File: config.mk
export PLATFORM = sky130hd
export DESIGN_NAME = life_gen_scheduler
export DESIGN_NICKNAME = d
export VERILOG_FILES = /design/src/rtl/life_gen_scheduler.sv
export SDC_FILE = /design/constraint.sdc
export NUM_CORES = 1
export LEC_CHECK = 0
export CAP_MARGIN = 20
export CORE_ASPECT_RATIO = 1.4
export CORE_MARGIN = 2
export CORE_UTILIZATION = 50
export CTS_CLUSTER_DIAMETER = 30
export DETAILED_ROUTE_END_ITERATION = 8
export MAX_ROUTING_LAYER = met4
export PLACE_DENSITY_LB_ADDON = 0.12
export RECOVER_POWER = 50
export SLEW_MARGIN = 20
export SYNTH_ARGS = -nofsm -noshare
export SYNTH_HDL_FRONTEND = slang
export SYNTH_SLANG_ARGS = --single-unit
File: constraint.sdc
create_clock -name clk -period 3.2 [get_ports clk]
set_input_delay 0.64 -clock clk [delete_from_list [all_inputs] [get_ports clk]]
set_output_delay 0.64 -clock clk [all_outputs]
set_load 0.05 [all_outputs]
File: src/rtl/life_gen_scheduler.sv
// Row-scan timebase and generation sequencer for the 8x8 Game of Life datapath.
// Seed loads and generation steps are only issued on the cycle after a frame boundary.
module life_gen_scheduler #(
  parameter int unsigned ROWS           = 8,
  parameter int unsigned ROW_W          = 3,
  parameter int unsigned ROW_TICKS      = 4,
  parameter int unsigned FRAMES_PER_GEN = 2,
  parameter int unsigned GEN_W          = 16,
  parameter bit          RUN_AT_RESET   = 1'b1
) (
  input  logic             clk,
  input  logic             rst,
  input  logic             run_toggle,
  input  logic             step_req,
  input  logic             seed_req,
  output logic [ROW_W-1:0] row_sel,
  output logic             row_tick,
  output logic             frame_end,
  output logic             load_seed,
  output logic             step_en,
  output logic             running,
  output logic [GEN_W-1:0] gen_count
);

  localparam int unsigned DIV_W = (ROW_TICKS > 1) ? $clog2(ROW_TICKS) : 1;
  localparam int unsigned FC_W  = $clog2(FRAMES_PER_GEN + 1);

  typedef enum logic [1:0] {S_WAIT, S_LOAD, S_STEP} state_e;

  state_e           state_q, state_d;
  logic [DIV_W-1:0] div_q, div_d;
  logic [ROW_W-1:0] row_sel_q, row_sel_d;
  logic             row_tick_q, row_tick_d;
  logic             frame_end_q, frame_end_d;
  logic [FC_W-1:0]  fc_q, fc_d;
  logic             seed_pend_q, seed_pend_d;
  logic             step_pend_q, step_pend_d;
  logic             running_q, running_d;
  logic [GEN_W-1:0] gen_q, gen_d;
  logic             load_seed_q, load_seed_d;
  logic             step_en_q, step_en_d;
  logic             enter_load, enter_step, step_set;

  always_comb begin
    state_d     = state_q;
    div_d       = div_q + DIV_W'(1);
    row_sel_d   = row_sel_q;
    row_tick_d  = 1'b0;
    frame_end_d = 1'b0;
    fc_d        = fc_q;
    running_d   = running_q ^ run_toggle;
    gen_d       = gen_q;
    step_set    = step_req & ~running_q;

    // Row scan: advance row_sel together with the row_tick pulse.
    if (div_q == DIV_W'(ROW_TICKS - 1)) begin
      div_d      = '0;
      row_tick_d = 1'b1;
      if (row_sel_q == ROW_W'(ROWS - 1)) begin
        row_sel_d   = '0;
        frame_end_d = 1'b1;
      end else begin
        row_sel_d = row_sel_q + ROW_W'(1);
      end
    end

    unique case (state_q)
      S_WAIT: begin
        if (frame_end_q) begin
          if (seed_pend_q)      state_d = S_LOAD;
          else if (step_pend_q) state_d = S_STEP;
        end
      end
      default: state_d = S_WAIT;
    endcase

    enter_load  = (state_d == S_LOAD);
    enter_step  = (state_d == S_STEP);
    load_seed_d = enter_load;
    step_en_d   = enter_step;

    // Generation timer only runs while free-running; a load or resume restarts it.
    if (enter_load || (run_toggle && !running_q)) begin
      fc_d = '0;
    end else if (frame_end_q && running_q) begin
      if (fc_q == FC_W'(FRAMES_PER_GEN - 1)) begin
        fc_d     = '0;
        step_set = 1'b1;
      end else begin
        fc_d = fc_q + FC_W'(1);
      end
    end

    // New requests win over the clear so a request on a boundary cycle is kept for the next one.
    seed_pend_d = seed_req | (seed_pend_q & ~enter_load);
    step_pend_d = step_set | (step_pend_q & ~(enter_load | enter_step));

    if (enter_load)      gen_d = '0;
    else if (enter_step) gen_d = gen_q + GEN_W'(1);
  end

  always_ff @(posedge clk or negedge rst) begin
    if (!rst) begin
      state_q     <= S_WAIT;
      div_q       <= '0;
      row_sel_q   <= '0;
      row_tick_q  <= 1'b0;
      frame_end_q <= 1'b0;
      fc_q        <= '0;
      seed_pend_q <= 1'b1;
      step_pend_q <= 1'b0;
      running_q   <= RUN_AT_RESET;
      gen_q       <= '0;
      load_seed_q <= 1'b0;
      step_en_q   <= 1'b0;
    end else begin
      state_q     <= state_d;
      div_q       <= div_d;
      row_sel_q   <= row_sel_d;
      row_tick_q  <= row_tick_d;
      frame_end_q <= frame_end_d;
      fc_q        <= fc_d;
      seed_pend_q <= seed_pend_d;
      step_pend_q <= step_pend_d;
      running_q   <= running_d;
      gen_q       <= gen_d;
      load_seed_q <= load_seed_d;
      step_en_q   <= step_en_d;
    end
  end

  assign row_sel   = row_sel_q;
  assign row_tick  = row_tick_q;
  assign frame_end = frame_end_q;
  assign load_seed = load_seed_q;
  assign step_en   = step_en_q;
  assign running   = running_q;
  assign gen_count = gen_q;

endmodule

# --- Word-level counts from Yosys, hierarchy flattened ---
# Cells that the tools add are included.
totals:
  word_cells: 55
  mem_count: 0
  ram_bits: 0
  latch_bits: 0
  in_bits: 5
  regBits: 32
  out_inout_bits: 24
  rom_bits: 0
op_classes:
  n_eq_ne: 5
  magnitude_cmp: 0
  n_bitwise: 10
  reduce_logical: 7
  add_sub_neg: 4
  div: 0
  n_shift: 0
  n_mux: 17
  mul: 0
op_table:
  columns: ["cell", "n"]
  rows:
  - ["$mux 16", 2]
  - ["$add 16x1->16 const B", 1]
  - ["$mux 2", 8]
  - ["$mux 1", 6]
  - ["$add 2x1->2 const B", 2]
  - ["$eq 2x1->1 const B", 2]
  - ["$eq 2x2->1 const B", 2]
  - ["$reduce_bool 2->1", 2]
  - ["$add 3x1->3 const B", 1]
  - ["$and 1x1->1", 3]
  - ["$eq 3x3->1 const B", 1]
  - ["$mux 3", 1]
  - ["$not 1->1", 3]
  - ["$or 1x1->1", 3]
  - ["$logic_and 1x1->1", 2]
  - ["$logic_not 2->1", 1]
  - ["$logic_not 1->1", 1]
  - ["$logic_or 1x1->1", 1]
  - ["$xor 1x1->1", 1]

# --- Depth between registers and ports, before layout ---
# Gate-level depths: netlist of run 1.
logic_depth:
  word_depth: 9
  mapped_depth: 8
  ltp_nobuf: 7

# --- Least setup slack after synthesis of run 1 ---
# OpenSTA, ideal clock, no wires.
synth_timing:
  path_kind: "register to register"
  startpoint: "reg frame_end_q, in the netlist frame_end"
  endpoint: "reg gen_q[11], in the netlist gen_count[11]"
  arrival_ns: 2.354
  slack_ns: 0.768
  synth_period_minus_slack_ns: 2.432
  required_time_ns: 3.122
  setup_ns: 0.078
  stages_incl_launch_ff: 9
  path_buffers: 1
  cell_sequence: "dfrtp_1 > nor3b_1 > nand3b_1 > inv_1 > ha_1 > nand4b_1 > buf_2 > or4_1 > a21oi_1"
synth_via:
  elab_chain_cells: 4
  word_cells_on_any_way: 6
  classes_between: "eq/ne (2); mux (3); reduce/logical (1)"
synth_rtl:
  columns: ["item", "line_no", "rtl"]
  rows:
  - ["start, declared", "34", "logic frame_end_q, frame_end_d;"]
  - ["start signal, assigned", "121", "frame_end_q <= frame_end_d;"]
  - ["$mux 2 *", "69", "if (frame_end_q) begin"]
  - ["$mux 2 *", "67", "unique case (state_q)"]
  - ["net state_d[1]", "30", "state_e state_q, state_d;"]
  - ["$eq 2x1->1 or $eq 2x2->1 (tied branches)", "77, 78", null]
  - ["$mux 16 or $reduce_bool 2->1 (tied branches)", null, null]
  - ["end signal, assigned", "126", "gen_q <= gen_d;"]
  - ["end, declared", "39", "logic [GEN_W-1:0] gen_q, gen_d;"]
# Mark *: on every way through the listed nets, which the timed path passes. The rest lies on a longest branch.
# A chain may end at the register's enable or synchronous reset.

# --- Worst setup path after layout of run 1 ---
layout_timing:
  startpoint: "reg frame_end_q, in the netlist frame_end"
  endpoint: "reg gen_q[9], in the netlist gen_count[9]"
# The elaborated chain is that of the path after synthesis.

==> results of run 1 <==
final timing paths:
path                           start      endpoint  slack, ps  depth (start not counted)
max                        frame_end  gen_count[9]        690                          7
min                         div_q[0]      div_q[0]        430                          1
max reg2reg                frame_end  gen_count[9]        690                          7
min reg2reg                 div_q[0]      div_q[0]        430                          1
max in group asynchronous        rst       fc_q[1]        910                          2
min in group asynchronous        rst  gen_count[1]       1310                          2
kinds of logic (layout without fill, tap and decap cells):
kind of cell    count (synthesis)  count (layout)  synth area share (%)
flops                          32              32                  55.2
buf+inv                        11              43                  3.09
mux                             8               8                  5.84
fa+ha+maj                       8               8                  6.87
simple gates                   51              51                  19.0
compound gates                 22              22                  8.85
xor+xnor                        2               2                  1.20
sequential cells by signal, summed over array words and instances, names as in the netlist:
name / count
fc_q: 2
row_sel: 3
frame_end: 1
running: 1
div_q: 2
gen_count: 16
state_q: 2
row_tick: 1
seed_pend_q: 1
step_pend_q: 1
load_seed: 1
step_en: 1
layout make-up:
class / count / share of cell area [%]
repair buffers: 29 / 15.4
clock inverters: 1 / 0.271
flip-flops and latches: 32 / 43.5
well taps: 37 / 2.51
inverters: 7 / 1.42
multi-input cells: 91 / 32.9
clock buffers: 6 / 3.93
power groups by stage:
stage | logic (mW) | clock network, mW | registers, mW
final | 0.0683 | 0.296 | 0.423
after global routing | 0.0761 | 0.320 | 0.424
after CTS | 0.0706 | 0.302 | 0.423
after detailed placement | 0.0703 | 0 | 0.430
after global placement | 0.0672 | 0 | 0.431
after floorplan | 0.0143 | 0 | 0.454
per-layer routing:
| metal | up-vias | track usage, % | wire (µm) |
|---|---|---|---|
| li1 | 546 | - | - |
| met1 | 544 | 22.1 | 1130 |
| met2 | 33 | 36.0 | 1610 |
| met3 | 8 | 5.68 | 157 |
| met4 | 0 | 12.5 | 51 |
| met5 | - | - | 0 |
layout by cell type (no fill, tap or decap):
cell             synthesis  layout
nand2b_1                 5       5
nand4_1                  4       4
clkbuf_1                 1       2
mux2i_1                  4       4
dlygate4sd3_1            0       2
nor4_1                   5       5
nand3b_1                 2       2
and2_0                   0       1
o31ai_1                  4       4
a21o_1                   1       1
clkinv_2                 0       1
nor3b_1                  1       1
inv_1                    7       7
ha_1                     8       8
nor2_1                   7       7
a21oi_1                  7       7
mux2_2                   4       4
a31oi_1                  1       1
a221o_1                  1       1
clkbuf_8                 0       5
nand2_1                 12      12
clkdlybuf4s50_1          0      26
or3_1                    3       3
o21ai_0                  8       8
dfrtp_1                 30      30
nand4b_1                 1       1
dfstp_2                  2       2
nor3_1                   1       1
nand3_1                  4       4
xor2_1                   2       2
and3_1                   1       1
or4_1                    4       4
critical path, stage by stage (launching register included):
cell and delay, ps:
dfrtp_1 380, nor3b_1 260, nand3b_1 160, inv_1 100
ha_1 320, nand4b_1 460, or4_1 610, a21oi_1 160
==> results.tsv, run 1 <==
metric	value	unit
design.final.nets	179	
finalClockSkew	11.4	ps
crit_path_start_kind	flop	
drv_slew	33	
start_util	51.6	%
hold_violations	0	
multi_input_area	608	µm²
antenna_cells_inserted	0	
drtPass1Iterations	6	
max_cap_viol_count	1	
outcome	finished with violations	
die_h	67.9	µm
yosys.cell_count.top_type	dfrtp_1	
cts.root.buffer_cell	clkbuf_8	
max_slew_margin	-11.3	%
netlist_top_cells_count	dfrtp_1 (30), nand2_1 (12), ha_1 (8), o21ai_0 (8)	
cts_resized	0	
power_frac_clock	37.6	%
failing_checks	capacitance limit, slew limit	
gp_routability_congestion	0.718	
synth_cells	134	
final.fill_count	249	
die_w	49.6	µm
hold_fix_buffer_count_after_cts	0	
top_cell_type_by_total_area_after_synthesis	dfrtp_1	
finalHoldWorstSlack	433	ps
layoutNonFillerInstCount	203	
core-area	2820	µm²
detailroute.via_count	1131	
asr_flop_ratio_synth	100	%
dpl-instance-area	1770	µm²
layout-drive-gt1-share	7.23	%
detail_route.drc_violations	0	
power_per_cell_area	427	nW/µm²
fin_crit_sh	78.5	%
mappedNetlistArea	1460	µm²
power_switching_share	25.6	%
finalInstanceArea	1850	µm²
netlist-cell-type-count	29	
worstPathRequired	3420	ps
top_level_ports	29	
setup_viol	0	
clock_tree_buffer_depth	2	
p_switching	0.201	mW
layout.area.seq	803	µm²
die_area	3370	µm²
netlist.area_leader.share	51.5	%
grt_antenna_before_repair	0	
hold_path_class	flop to flop	
worst-path-max-fanout	11	
seq_area_frac_synth	55.2	%
fin_ws	687	ps
ys_ff_latch	32	
area_growth_syn_to_layout	26.7	%
pre_cts_ws	654	ps
p_int	0.586	mW
register_clock_pin_slew_on_the_reported_worst_setup_and_hold_paths	70	ps
synth.top_cells.by_area	dfrtp_1 (52%), ha_1 (6.9%), dfstp_2 (3.6%), mux2_2 (3.1%), nand2_1 (3.1%)	
tritoncts.num_buffers	5	
cp.arrival	2730	ps
rows	23	
power_frac_comb	8.7	%
postSynthAreaPerCell	10.9	µm²
endpoint_kind	flop	
grtUsageTotal	21.2	%
maximum_number_of_pins_on_one_net_before_global_route_repair	33	
final_core_utilization	65.4	%
tritoncts_num_sinks	32	
htree_num_levels	2	
synthesis.yosys.warnings	0	
wl_per_cell	14.5	µm
grt_pass1_vias	1143	
port_buffers	28	
wl	2950	µm
antenna_left	0	
rsz0062_at_grt	false	
cts_setup_buffers	0	
period_needed	2510	ps
place.detailed.instances	196	
globalRoute.totalOverflow	0	
vias_per_cell	5.57	
drt_first_iter_violations	17	
dominantRegCellSynth	dfrtp_1	
synth_nets	147	
vdd_drop_max	0.000409	V
fin_setup_tns	0	ps
leakage_power_total	0.796	nW
cts_tree	yes	
power.share.sequential	53.7	%
number_of_enable_flip_flop_cells_after_synthesis	0	
total_power	0.788	mW
clkLatencyLatePin	290	ps
achievable-frequency	398	MHz
place.detailed.hpwl	2160	µm
tightest_slew	1670	ps
criticalPathCategory	flop to flop	
wire_length_of_the_first_global_routing_pass	5050	µm
Note: power is estimated with default switching activity, not from simulation.
==> run 2, diff against run 1 <==
CORE_UTILIZATION = 45   (was 50)
clock period = 2.25 ns   (was 3.2 ns; I/O delays follow)
==> run 2 against run 1 <==
Effect of this change:
- the run now ends clean
- largest cell class unchanged
- via count grew 2.7%
- critical path type unchanged
- critical endpoint is now gen_count[11]
- sequential share of layout area shrank 2.1 points
- global-route usage shrank 1.4 points
- hold slack lost 2.4 ps
- combinational power grew 39%
- flip-flop and latch count is the same
- critical path depth grew 1
==> results.tsv, run 2 (synthesis results as in run 1) <==
metric	value	unit
outcome	complete, no violations	
grt_antenna_before_repair	0	
antenna_cells_inserted	0	
critical_path.startpoint	state_q[1]	
crit_path_start_kind	flop	
drtPass1Iterations	4	
cp.arrival	2380	ps
top_level_ports	29	
rows	24	
most-common-layout-cells	dfrtp_1 (29), clkdlybuf4s50_1 (27), nand2_1 (12), o21ai_0 (8)	
final_common_cell	dfrtp_1	
launching_point_of_the_worst_reg2reg_path	state_q[1]	
core-area	3090	µm²
leakage_power_total	0.840	nW
setup_viol	0	
start_util	47.1	%
total_power	1.15	mW
tritoncts.num_buffers	5	
tritoncts_num_sinks	32	
fin_crit_sh	96.1	%
dpl-instance-area	1820	µm²
max_slew_margin	47.6	%
die_h	71.3	µm
period_needed	2160	ps
worst-r2r-setup-slack	90	ps
area_growth_syn_to_layout	33.4	%
critical_path.reg2reg.endpoint	gen_count[11]	
cts.root.buffer_cell	clkbuf_8	
die_w	52.1	µm
startpoint_of_the_tightest_hold_check_path	div_q[0]	
finalInstanceArea	1940	µm²
drv_slew	0	
tightest_slew	786	ps
hold_violations	0	
globalRoute.totalOverflow	0	
clkLatencyLatePin	290	ps
antenna_left	0	
drt_first_iter_violations	20	
grt_pass1_vias	1144	
port_buffers	28	
maximum_number_of_pins_on_one_net_before_global_route_repair	33	
wl_per_cell	14.7	µm
worstRegToRegCells	8	
detail_route.drc_violations	0	
worst-path-max-fanout	11	
place.detailed.hpwl	2110	µm
htree_num_levels	2	
grtUsageTotal	19.7	%
hold_path_class	flop to flop	
largest_register_ff_count	16	
cts_tree	yes	
design.final.nets	186	
die_area	3710	µm²
fin_setup_tns	0	ps
detailroute.via_count	1161	
clock_tree_buffer_depth	2	
layout-drive-gt1-share	13.8	%
finalClockSkew	9.72	ps
wire_length_of_the_first_global_routing_pass	5240	µm
endpoint_kind	flop	
worstPathRequired	2470	ps
register_clock_pin_slew_on_the_reported_worst_setup_and_hold_paths	70	ps
gp_routability_congestion	0.751	
achievable-frequency	463	MHz
max_cap_viol_count	0	
final.fill_count	272	
setup.worst_path.end	gen_count[11]	
vdd_drop_max	0.000511	V
criticalPathCategory	flop to flop	
wl	3130	µm
power_per_cell_area	593	nW/µm²
vias_per_cell	5.45	
==> run 2: worst max-delay path, stage by stage (launching register included) <==
cell and delay, ps:
dfrtp_1 380, nor3b_2 260, nand3b_1 160, inv_2 110, ha_4 210, nand4b_1 180
buf_6 160, or4_1 500, a21oi_1 150
==> run 2: routing by layer <==
layer	track usage (%)	up-vias	routed length (µm)
met2	32.8	27	1700
met4	7.89	0	59
li1	-	558	-
met5	-	-	0
met1	21.8	569	1250
met3	5.83	7	121
==> run 2: worst min-delay path by stage <==
stage                           to  slack, ps  cells after the start
final                     div_q[0]        430                      1
after global routing      div_q[0]        460                      1
after CTS                 div_q[0]        440                      1
after detailed placement  div_q[0]        430                      1
after global placement    div_q[0]        410                      1
after floorplan           div_q[0]        150                      0
==> run 2: power by group <==
| group | internal (mW) | switching [mW] | leakage, nW |
|---|---|---|---|
| clock network | 0.249 | 0.208 | 0.0455 |
| registers | 0.590 | 0.00989 | 0.424 |
| logic | 0.0314 | 0.0637 | 0.371 |
| total | 0.870 | 0.281 | 0.840 |
==> run 2: per-stage QoR <==
stage	cells	hold WS, ps	utilization, %	setup WS (ps)
after floorplan	134	154	-	8.52
after global placement	203	414	58.8	189
after detailed placement	203	428	58.8	131
after CTS	211	438	61.7	54.0
after global routing	213	463	62.8	-42.1
final	213	431	62.8	87.9
==> run 2: cell type report <==
type / instances / area, µm² / share of cell area [%]
clock buffers: 8 / 90.1 / 4.64
inverters: 7 / 26.3 / 1.35
multi-input cells: 91 / 632 / 32.5
flip-flops and latches: 32 / 805 / 41.4
well taps: 39 / 48.8 / 2.51
repair buffers: 36 / 342 / 17.6
==> run 2: repair_timing <==
| action | CTS | global route |
|---|---|---|
| endpoints found under the setup margin | 0 | 7 |
| gates resized for setup | 0 | 4 |
| hold buffers | 0 | 0 |
| endpoints found under the hold margin | 0 | 0 |
| setup buffers | 0 | 2 |
